[src/rtl/alu_pkg.sv]
// Shared definitions for the sequential ALU: opcodes, flag bit positions, FSM encoding.
// Optional multiply is enabled by the ALU_MUL_EN macro (see alu_seq.sv / alu_seq_iter.sv).
package alu_pkg;

  localparam logic [3:0] OP_ADD  = 4'd0;
  localparam logic [3:0] OP_SUB  = 4'd1;
  localparam logic [3:0] OP_OR   = 4'd2;
  localparam logic [3:0] OP_AND  = 4'd3;
  localparam logic [3:0] OP_NOT  = 4'd4;
  localparam logic [3:0] OP_CMP  = 4'd5;
  localparam logic [3:0] OP_SHR  = 4'd6;
  localparam logic [3:0] OP_SHL  = 4'd7;
  localparam logic [3:0] OP_ADC  = 4'd8;
  localparam logic [3:0] OP_SBC  = 4'd9;
  localparam logic [3:0] OP_XOR  = 4'd10;
  localparam logic [3:0] OP_MUL  = 4'd11;
  localparam logic [3:0] OP_SHRN = 4'd12;
  localparam logic [3:0] OP_SHLN = 4'd13;
  localparam logic [3:0] OP_ASRN = 4'd14;
  localparam logic [3:0] OP_RSVD = 4'd15;

  localparam int unsigned FLAG_C = 3;
  localparam int unsigned FLAG_N = 2;
  localparam int unsigned FLAG_O = 1;
  localparam int unsigned FLAG_Z = 0;

  localparam logic [1:0] IDLE = 2'd0;
  localparam logic [1:0] BUSY = 2'd1;
  localparam logic [1:0] DONE = 2'd2;

  // Assemble the {C,N,O,Z} flag vector from its component bits
  function automatic logic [3:0] pack_flags(input logic c, input logic n,
                                            input logic o, input logic z);
    logic [3:0] f;
    f         = 4'b0000;
    f[FLAG_C] = c;
    f[FLAG_N] = n;
    f[FLAG_O] = o;
    f[FLAG_Z] = z;
    return f;
  endfunction

endpackage

[src/rtl/alu_seq_iter.sv]
// Multi-cycle engine: one-bit-per-cycle shifts and, with ALU_MUL_EN, a shift-add multiply.
// res_c/carry_c show the value the accumulator takes on the current edge; done_c marks the last step.
module alu_seq_iter
  import alu_pkg::*;
#(
  parameter int unsigned WIDTH = 8,
  parameter int unsigned SHW   = $clog2(WIDTH)
) (
  input  logic             clk,
  input  logic             rst_n,
  input  logic             start,
  input  logic [3:0]       op,
  input  logic [WIDTH-1:0] ld,
`ifdef ALU_MUL_EN
  input  logic [WIDTH-1:0] mcand_in,
`endif
  input  logic [SHW-1:0]   amt,
  output logic [WIDTH-1:0] res_c,
  output logic             carry_c,
  output logic             done_c
);

  localparam int unsigned CW = SHW + 1;

  logic [CW-1:0]    cnt;
  logic [WIDTH-1:0] acc;
  logic [WIDTH-1:0] nxt_acc;
  logic [3:0]       op_q;
  logic             carry;
`ifdef ALU_MUL_EN
  logic [WIDTH-1:0] hi;
  logic [WIDTH-1:0] nxt_hi;
  logic [WIDTH-1:0] mcand;
  logic [WIDTH:0]   mul_sum;
`endif

  // One iteration step of the latched operation
  always_comb begin
    nxt_acc = acc;
    carry   = 1'b0;
`ifdef ALU_MUL_EN
    nxt_hi  = hi;
    mul_sum = '0;
`endif
    case (op_q)
      OP_SHLN: begin
        carry   = acc[WIDTH-1];
        nxt_acc = {acc[WIDTH-2:0], 1'b0};
      end
      OP_SHRN: begin
        carry   = acc[0];
        nxt_acc = {1'b0, acc[WIDTH-1:1]};
      end
      OP_ASRN: begin
        carry   = acc[0];
        nxt_acc = {acc[WIDTH-1], acc[WIDTH-1:1]};
      end
`ifdef ALU_MUL_EN
      // Low half of the product shifts through acc while the multiplier bits are consumed
      OP_MUL: begin
        mul_sum = {1'b0, hi} + (acc[0] ? {1'b0, mcand} : (WIDTH+1)'(0));
        nxt_hi  = mul_sum[WIDTH:1];
        nxt_acc = {mul_sum[0], acc[WIDTH-1:1]};
        carry   = |mul_sum[WIDTH:1];
      end
`endif
      default: ;
    endcase
  end

  assign res_c   = nxt_acc;
  assign carry_c = carry;
  assign done_c  = (cnt == CW'(1));

  always_ff @(posedge clk) begin
    if (!rst_n) begin
      cnt  <= '0;
      acc  <= '0;
      op_q <= '0;
`ifdef ALU_MUL_EN
      hi    <= '0;
      mcand <= '0;
`endif
    end else if (start) begin
      acc  <= ld;
      op_q <= op;
`ifdef ALU_MUL_EN
      hi    <= '0;
      mcand <= mcand_in;
      cnt   <= (op == OP_MUL) ? CW'(WIDTH) : CW'(amt);
`else
      cnt   <= CW'(amt);
`endif
    end else if (cnt != '0) begin
      acc <= nxt_acc;
      cnt <= cnt - CW'(1);
`ifdef ALU_MUL_EN
      hi  <= nxt_hi;
`endif
    end
  end

endmodule

[src/rtl/alu_seq.sv]
// Handshaked, parametrised datapath ALU: single-cycle ops here, multi-cycle ops in alu_seq_iter.
// Define ALU_MUL_EN to build opcode 11 as an iterative multiply; otherwise it acts as reserved.
module alu_seq
  import alu_pkg::*;
#(
  parameter int unsigned WIDTH = 8,
  parameter int unsigned SHW   = $clog2(WIDTH)
) (
  input  logic             clk,
  input  logic             rst_n,
  input  logic             in_valid,
  output logic             in_ready,
  input  logic [WIDTH-1:0] in_A,
  input  logic [WIDTH-1:0] in_B,
  input  logic [3:0]       op,
  output logic             out_valid,
  input  logic             out_ready,
  output logic [WIDTH-1:0] out,
  output logic [3:0]       flags
);

  localparam int unsigned W1 = WIDTH + 1;

  logic [1:0]       state;
  logic [1:0]       nxt_state;
  logic [WIDTH-1:0] res_d;
  logic [3:0]       flags_d;
  logic [SHW-1:0]   amt;
  logic             accept_c;
  logic             shift_op_c;
  logic             long_c;
  logic             start_c;
  logic             cin_c;
  logic [WIDTH:0]   sum_w;
  logic [WIDTH:0]   dif_w;
  logic             o_add;
  logic             o_sub;
  logic [WIDTH-1:0] s_res;
  logic             s_c;
  logic             s_o;
  logic [WIDTH-1:0] ld_c;
  logic [WIDTH-1:0] iter_res_c;
  logic             iter_carry_c;
  logic             iter_done_c;

  assign amt        = in_B[SHW-1:0];
  assign accept_c   = in_valid && (state == IDLE);
  assign shift_op_c = (op == OP_SHRN) || (op == OP_SHLN) || (op == OP_ASRN);
`ifdef ALU_MUL_EN
  assign long_c     = (shift_op_c && (amt != '0)) || (op == OP_MUL);
  assign ld_c       = (op == OP_MUL) ? in_B : in_A;
`else
  assign long_c     = shift_op_c && (amt != '0);
  assign ld_c       = in_A;
`endif
  assign start_c    = accept_c && long_c;

  // Carry-in only participates in the chained forms
  assign cin_c = ((op == OP_ADC) || (op == OP_SBC)) && flags[FLAG_C];
  assign sum_w = {1'b0, in_A} + {1'b0, in_B} + W1'(cin_c);
  assign dif_w = {1'b0, in_A} - {1'b0, in_B} - W1'(cin_c);
  assign o_add = (in_A[WIDTH-1] == in_B[WIDTH-1]) && (sum_w[WIDTH-1] != in_A[WIDTH-1]);
  assign o_sub = (in_A[WIDTH-1] != in_B[WIDTH-1]) && (dif_w[WIDTH-1] != in_A[WIDTH-1]);

  // Single-cycle result; zero-amount N-shifts pass A through with C=0
  always_comb begin
    s_res = '0;
    s_c   = 1'b0;
    s_o   = 1'b0;
    case (op)
      OP_ADD, OP_ADC: begin
        s_res = sum_w[WIDTH-1:0];
        s_c   = sum_w[WIDTH];
        s_o   = o_add;
      end
      OP_SUB, OP_SBC: begin
        s_res = dif_w[WIDTH-1:0];
        s_c   = dif_w[WIDTH];
        s_o   = o_sub;
      end
      OP_OR:   s_res = in_A | in_B;
      OP_AND:  s_res = in_A & in_B;
      OP_XOR:  s_res = in_A ^ in_B;
      OP_NOT:  s_res = ~in_A;
      OP_CMP:  s_res = WIDTH'(in_A == in_B);
      OP_SHR: begin
        s_res = {1'b0, in_A[WIDTH-1:1]};
        s_c   = in_A[0];
      end
      OP_SHL: begin
        s_res = {in_A[WIDTH-2:0], 1'b0};
        s_c   = in_A[WIDTH-1];
      end
      OP_SHRN, OP_SHLN, OP_ASRN: s_res = in_A;
      default: ;
    endcase
  end

  alu_seq_iter #(
    .WIDTH (WIDTH),
    .SHW   (SHW)
  ) u_iter (
    .clk      (clk),
    .rst_n    (rst_n),
    .start    (start_c),
    .op       (op),
    .ld       (ld_c),
`ifdef ALU_MUL_EN
    .mcand_in (in_A),
`endif
    .amt      (amt),
    .res_c    (iter_res_c),
    .carry_c  (iter_carry_c),
    .done_c   (iter_done_c)
  );

  // Next state; out/flags are only reloaded on entry to DONE
  always_comb begin
    nxt_state = state;
    res_d     = out;
    flags_d   = flags;
    case (state)
      IDLE: begin
        if (accept_c) begin
          if (long_c) begin
            nxt_state = BUSY;
          end else begin
            nxt_state = DONE;
            res_d     = s_res;
            flags_d   = pack_flags(s_c, s_res[WIDTH-1], s_o, s_res == '0);
          end
        end
      end
      BUSY: begin
        if (iter_done_c) begin
          nxt_state = DONE;
          res_d     = iter_res_c;
          flags_d   = pack_flags(iter_carry_c, iter_res_c[WIDTH-1], 1'b0, iter_res_c == '0);
        end
      end
      DONE: begin
        if (out_ready) nxt_state = IDLE;
      end
      default: nxt_state = IDLE;
    endcase
  end

  always_ff @(posedge clk) begin
    if (!rst_n) begin
      state <= IDLE;
      out   <= '0;
      flags <= '0;
    end else begin
      state <= nxt_state;
      out   <= res_d;
      flags <= flags_d;
    end
  end

  assign in_ready  = (state == IDLE);
  assign out_valid = (state == DONE);

endmodule

[config.mk]
export PLATFORM = sky130hd
export DESIGN_NAME = alu_seq
export DESIGN_NICKNAME = d
export VERILOG_FILES = /design/src/rtl/alu_pkg.sv /design/src/rtl/alu_seq_iter.sv /design/src/rtl/alu_seq.sv
export SDC_FILE = /design/constraint.sdc
export NUM_CORES = 1
export LEC_CHECK = 0
export ABC_AREA = 1
export CAP_MARGIN = 25
export CORE_MARGIN = 5
export CORE_UTILIZATION = 64
export CTS_BUF_LIST = sky130_fd_sc_hd__clkbuf_4
export DETAILED_ROUTE_END_ITERATION = 10
export PLACE_DENSITY = 0.89
export SETUP_SLACK_MARGIN = 0.2
export SLEW_MARGIN = 15
export SYNTH_ARGS = -nofsm -noshare
export SYNTH_HDL_FRONTEND = slang
export SYNTH_HIERARCHICAL = 1
export SYNTH_SLANG_ARGS = --single-unit
export TNS_END_PERCENT = 20
[constraint.sdc]
create_clock -name clk -period 4.05 [get_ports clk]
set_input_delay 0.81 -clock clk [delete_from_list [all_inputs] [get_ports clk]]
set_output_delay 0.81 -clock clk [all_outputs]
set_load 0.1 [all_outputs]
==> impl_metrics.yaml <==
setup_path:
  cp.required_ps: 4310
  crit_path_max_fanout: 6
  critPathLaunchType: "input pin"
  delay_of_the_slowest_cell_on_the_worst_path_ps: 570
  slowest_stage_cell_crit_path: "sky130_fd_sc_hd__clkdlybuf4s50_1"
  timing.setup.critical_path_class: "input pin to flip-flop"
  cp_data_arrival_time_ps: 3780
  cp-end-kind: "flip-flop"
  crit_path_cell_chain: "clkdlybuf4s50_1 > inv_1 > nor2_1 > nand3_1 > fa_1 > fa_1 > nand3_1 > nand3b_1 > nand3_1 > nand2_1 > nor2_1 > nand2_1 > nor2_1 > nand3_1 > a21oi_1"
  critical_path.most_common_cell: "sky130_fd_sc_hd__nand3_1"
min_path:
  hp-class: "flip-flop to flip-flop"
cells_and_area:
  total_area_of_multi_input_combinational_cells_um2: 2516
  layout.cell_area.non_filler_um2: 4010
  seqCellArea_um2: 580.6
  antennaDiodeCount: 0
  final_cells: 718
  final_layout_size_suffix_gt1_share_pct: 5.882
  layout.nets: 706
  nFillCells: 463
  syn_to_layout_area_delta_pct: 13.89
detailed_routing:
  detail_route.drc_violations: 0
  drt-initial-drc-count: 525
  finalWirelength_um: 10570
  met3RoutedLength_um: 839
  drt-pass1-iter-count: 5
  avg_vias_per_cell: 5.709
  routed-via-count: 4099
  route.top_layer_used: "met4"
  wire_per_inst_um: 14.72
  drt.antenna.violating_nets: 0
  route.met2.wl_um: 4742
  detail_route.wirelength.met1_um: 4720
synthesis:
  synth.avg_cell_area_um2: 5.810
  register_bit_total_from_synthesis: 29
  mapped_area_um2: 3521
  ys_async_sr_fraction_pct: 0
  post_synth_edffs: 0
  synthDominantCellAreaShare_pct: 19.40
  mappedNetlistNets: 667
  ys_top_cells_by_area: "sky130_fd_sc_hd__nand2_1 19%, sky130_fd_sc_hd__dfxtp_1 16%, sky130_fd_sc_hd__nand3_1 13%, sky130_fd_sc_hd__ha_1 12%, sky130_fd_sc_hd__inv_1 9.2%"
  ys_types: 39
  yosysSeqAreaShare_pct: 16.49
  top_reg_cell_synth: "sky130_fd_sc_hd__dfxtp_1"
  yosysWarnings: 6
  synthDominantAreaCellType: "sky130_fd_sc_hd__nand2_1"
  syn-instance-count: 606
grt:
  grt_first_pass_wirelength_um: 17820
  grt_antenna_before_repair: 0
  grt_overflow_total: 0
  grt_start_max_net_pins: 25
  number_of_global_route_vias_before_repair: 3702
  grt_util_all_layers_pct: 30.49
die:
  die_width_um: 84.17
  die_h_um: 84.17
  num_io_pins: 38
  core_area_um2: 5439
  rows: 27
  die_area_um2: 7085
  initial_utilization_pct: 64.73
timing:
  rsz0062_at_grt: "false"
  tightest_slew_ps: 986.3
  post-route-worst-setup-slack_ps: 530.6
  final_period_minus_worst_setup_slack_ps: 3519
  timing.final.setup_violations: 0
  fin_worst_skew_ps: 11.86
  fmax_ghz: 0.2841
  finalHoldViolCount: 0
  max_slew_violation_count: 0
  period_share_pct: 86.90
  timing.hold.ws_ps: 471.9
  slew_headroom_pct: 34.04
  final.setup.tns_ps: 0
place:
  io_buffers: 37
  dpl-instance-area_um2: 3960
  dp.final_hpwl_um: 8421
  placed_cells_incl_taps: 710
  post-place-ws_ps: 274.2
  place_congestion: 0.9822
cts:
  numClockSinks: 29
  clock_tree_from_tritoncts: "built"
  cts-buffers-inserted: 5
  cts_resized: 0
  holdBufCountCts: 0
  cts.root.buffer_cell: "sky130_fd_sc_hd__clkbuf_4"
  clk_pin_slew_worst_paths_ps: 90
  ctsLongestPathBuffers: 2
  clock_insertion_delay_worst_skew_ps: 340
  cts_setup_buffers: 0
  cts.htree.levels: 2
power:
  peakVddDrop_mv: 0.4389
  power.net_switching_mw: 0.6721
  internal_power_mw: 0.6224
  pwr_density_cell_nw_per_um2: 322.8
  share_seq_of_total_power_pct: 28.6
  switching_share_pct: 51.92
  p_clk_share_pct: 13.1
  cellLeakagePower_nw: 2.101
  comb_power_share_pct: 58.3
job:
  maxCapViolCount: 0
run_status:
  result_of_the_run: "complete, no violations"
flip-flops by register name (all words and copies together), names as in the netlist:
| name | count |
|---|---|
| out | 7 |
| flags | 4 |
| u_iter/op_q | 4 |
| u_iter/acc | 8 |
| u_iter/cnt | 4 |
| state | 2 |
metrics by stage:
step	power, mW	utilization (%)
after floorplan	0.9246	-
after global placement	1.099	72.81
after detailed placement	1.118	72.81
after CTS	1.284	73.73
after global routing	1.395	73.73
final	1.294	73.73
metal layers:
layer	global-route usage (%)	up-vias
met4	8.333	0
met5	0	-
met1	43.04	1850
li1	-	2013
met3	5.005	31
met2	48.13	205
power groups by stage:
stage / Sequential (mW) / Combinational (mW) / Clock, mW
global route: 0.376 / 0.831 / 0.188
floorplan: 0.487 / 0.438 / 0
detailed placement: 0.376 / 0.742 / 0
finish: 0.370 / 0.755 / 0.169
global placement: 0.373 / 0.726 / 0
CTS: 0.369 / 0.745 / 0.170
Yosys cell counts, types with 2 or more instances:
| cell type | instances |
|---|---|
| sky130_fd_sc_hd__nand2_1 | 182 |
| sky130_fd_sc_hd__nand3_1 | 88 |
| sky130_fd_sc_hd__inv_1 | 86 |
| sky130_fd_sc_hd__nor2_1 | 62 |
| sky130_fd_sc_hd__ha_1 | 33 |
| sky130_fd_sc_hd__dfxtp_1 | 29 |
| sky130_fd_sc_hd__o21ai_0 | 28 |
| sky130_fd_sc_hd__a21oi_1 | 26 |
| sky130_fd_sc_hd__nor3_1 | 8 |
| sky130_fd_sc_hd__nor2_4 | 7 |
| sky130_fd_sc_hd__nand3b_1 | 5 |
| sky130_fd_sc_hd__buf_2 | 4 |
| sky130_fd_sc_hd__fa_1 | 4 |
| sky130_fd_sc_hd__inv_2 | 4 |
| sky130_fd_sc_hd__nand2_2 | 4 |
| sky130_fd_sc_hd__buf_4 | 3 |
| sky130_fd_sc_hd__nand4_1 | 3 |
| sky130_fd_sc_hd__o22ai_1 | 3 |
| sky130_fd_sc_hd__a21o_1 | 2 |
| sky130_fd_sc_hd__clkbuf_1 | 2 |
| sky130_fd_sc_hd__nand3_2 | 2 |
| sky130_fd_sc_hd__nand3_4 | 2 |
| sky130_fd_sc_hd__o211ai_1 | 2 |
| sky130_fd_sc_hd__o21ai_1 | 2 |
worst paths after layout:
path	from	end	slack, ps	depth (start not counted)
max	op[3]	flags[0]$_SDFFE_PN0P_	530	15
min	out[5]$_SDFFE_PN0P_	out[5]$_SDFFE_PN0P_	470	2
max reg2reg	flags[3]$_SDFFE_PN0P_	flags[0]$_SDFFE_PN0P_	1400	12
min reg2reg	out[5]$_SDFFE_PN0P_	out[5]$_SDFFE_PN0P_	470	2
final cells by class:
type | count | area share, %
repair buffers | 43 | 10.36
clock buffers | 5 | 0.9360
flip-flops and latches | 29 | 14.48
well taps | 72 | 2.246
multi-input cells | 473 | 62.75
inverters | 93 | 8.924
clock inverters | 3 | 0.3120
kinds of logic after synthesis:
group | share of synthesized area, %
fa+ha+maj | 14.00
xor+xnor | 0.2488
buf+inv | 12.05
flops | 16.49
compound gates | 10.55
simple gates | 46.66
cells in the final DEF, fill, tap and decap left out, types with 7 or more instances in the layout:
cell	count
sky130_fd_sc_hd__nor2_4	7
sky130_fd_sc_hd__o21ai_0	28
sky130_fd_sc_hd__ha_1	33
sky130_fd_sc_hd__a21oi_1	26
sky130_fd_sc_hd__nor3_1	8
sky130_fd_sc_hd__nand3_1	88
sky130_fd_sc_hd__dfxtp_1	29
sky130_fd_sc_hd__nand2_1	182
sky130_fd_sc_hd__inv_1	86
sky130_fd_sc_hd__nor2_1	62
sky130_fd_sc_hd__clkdlybuf4s50_1	37
critical path, delay by kind of cell:
family,cells,cell delay (ps)
compound gates,1,130
fa+ha+maj,2,910
buf+inv,2,670
simple gates,10,1270
Note: power is estimated with default switching activity, not from simulation.
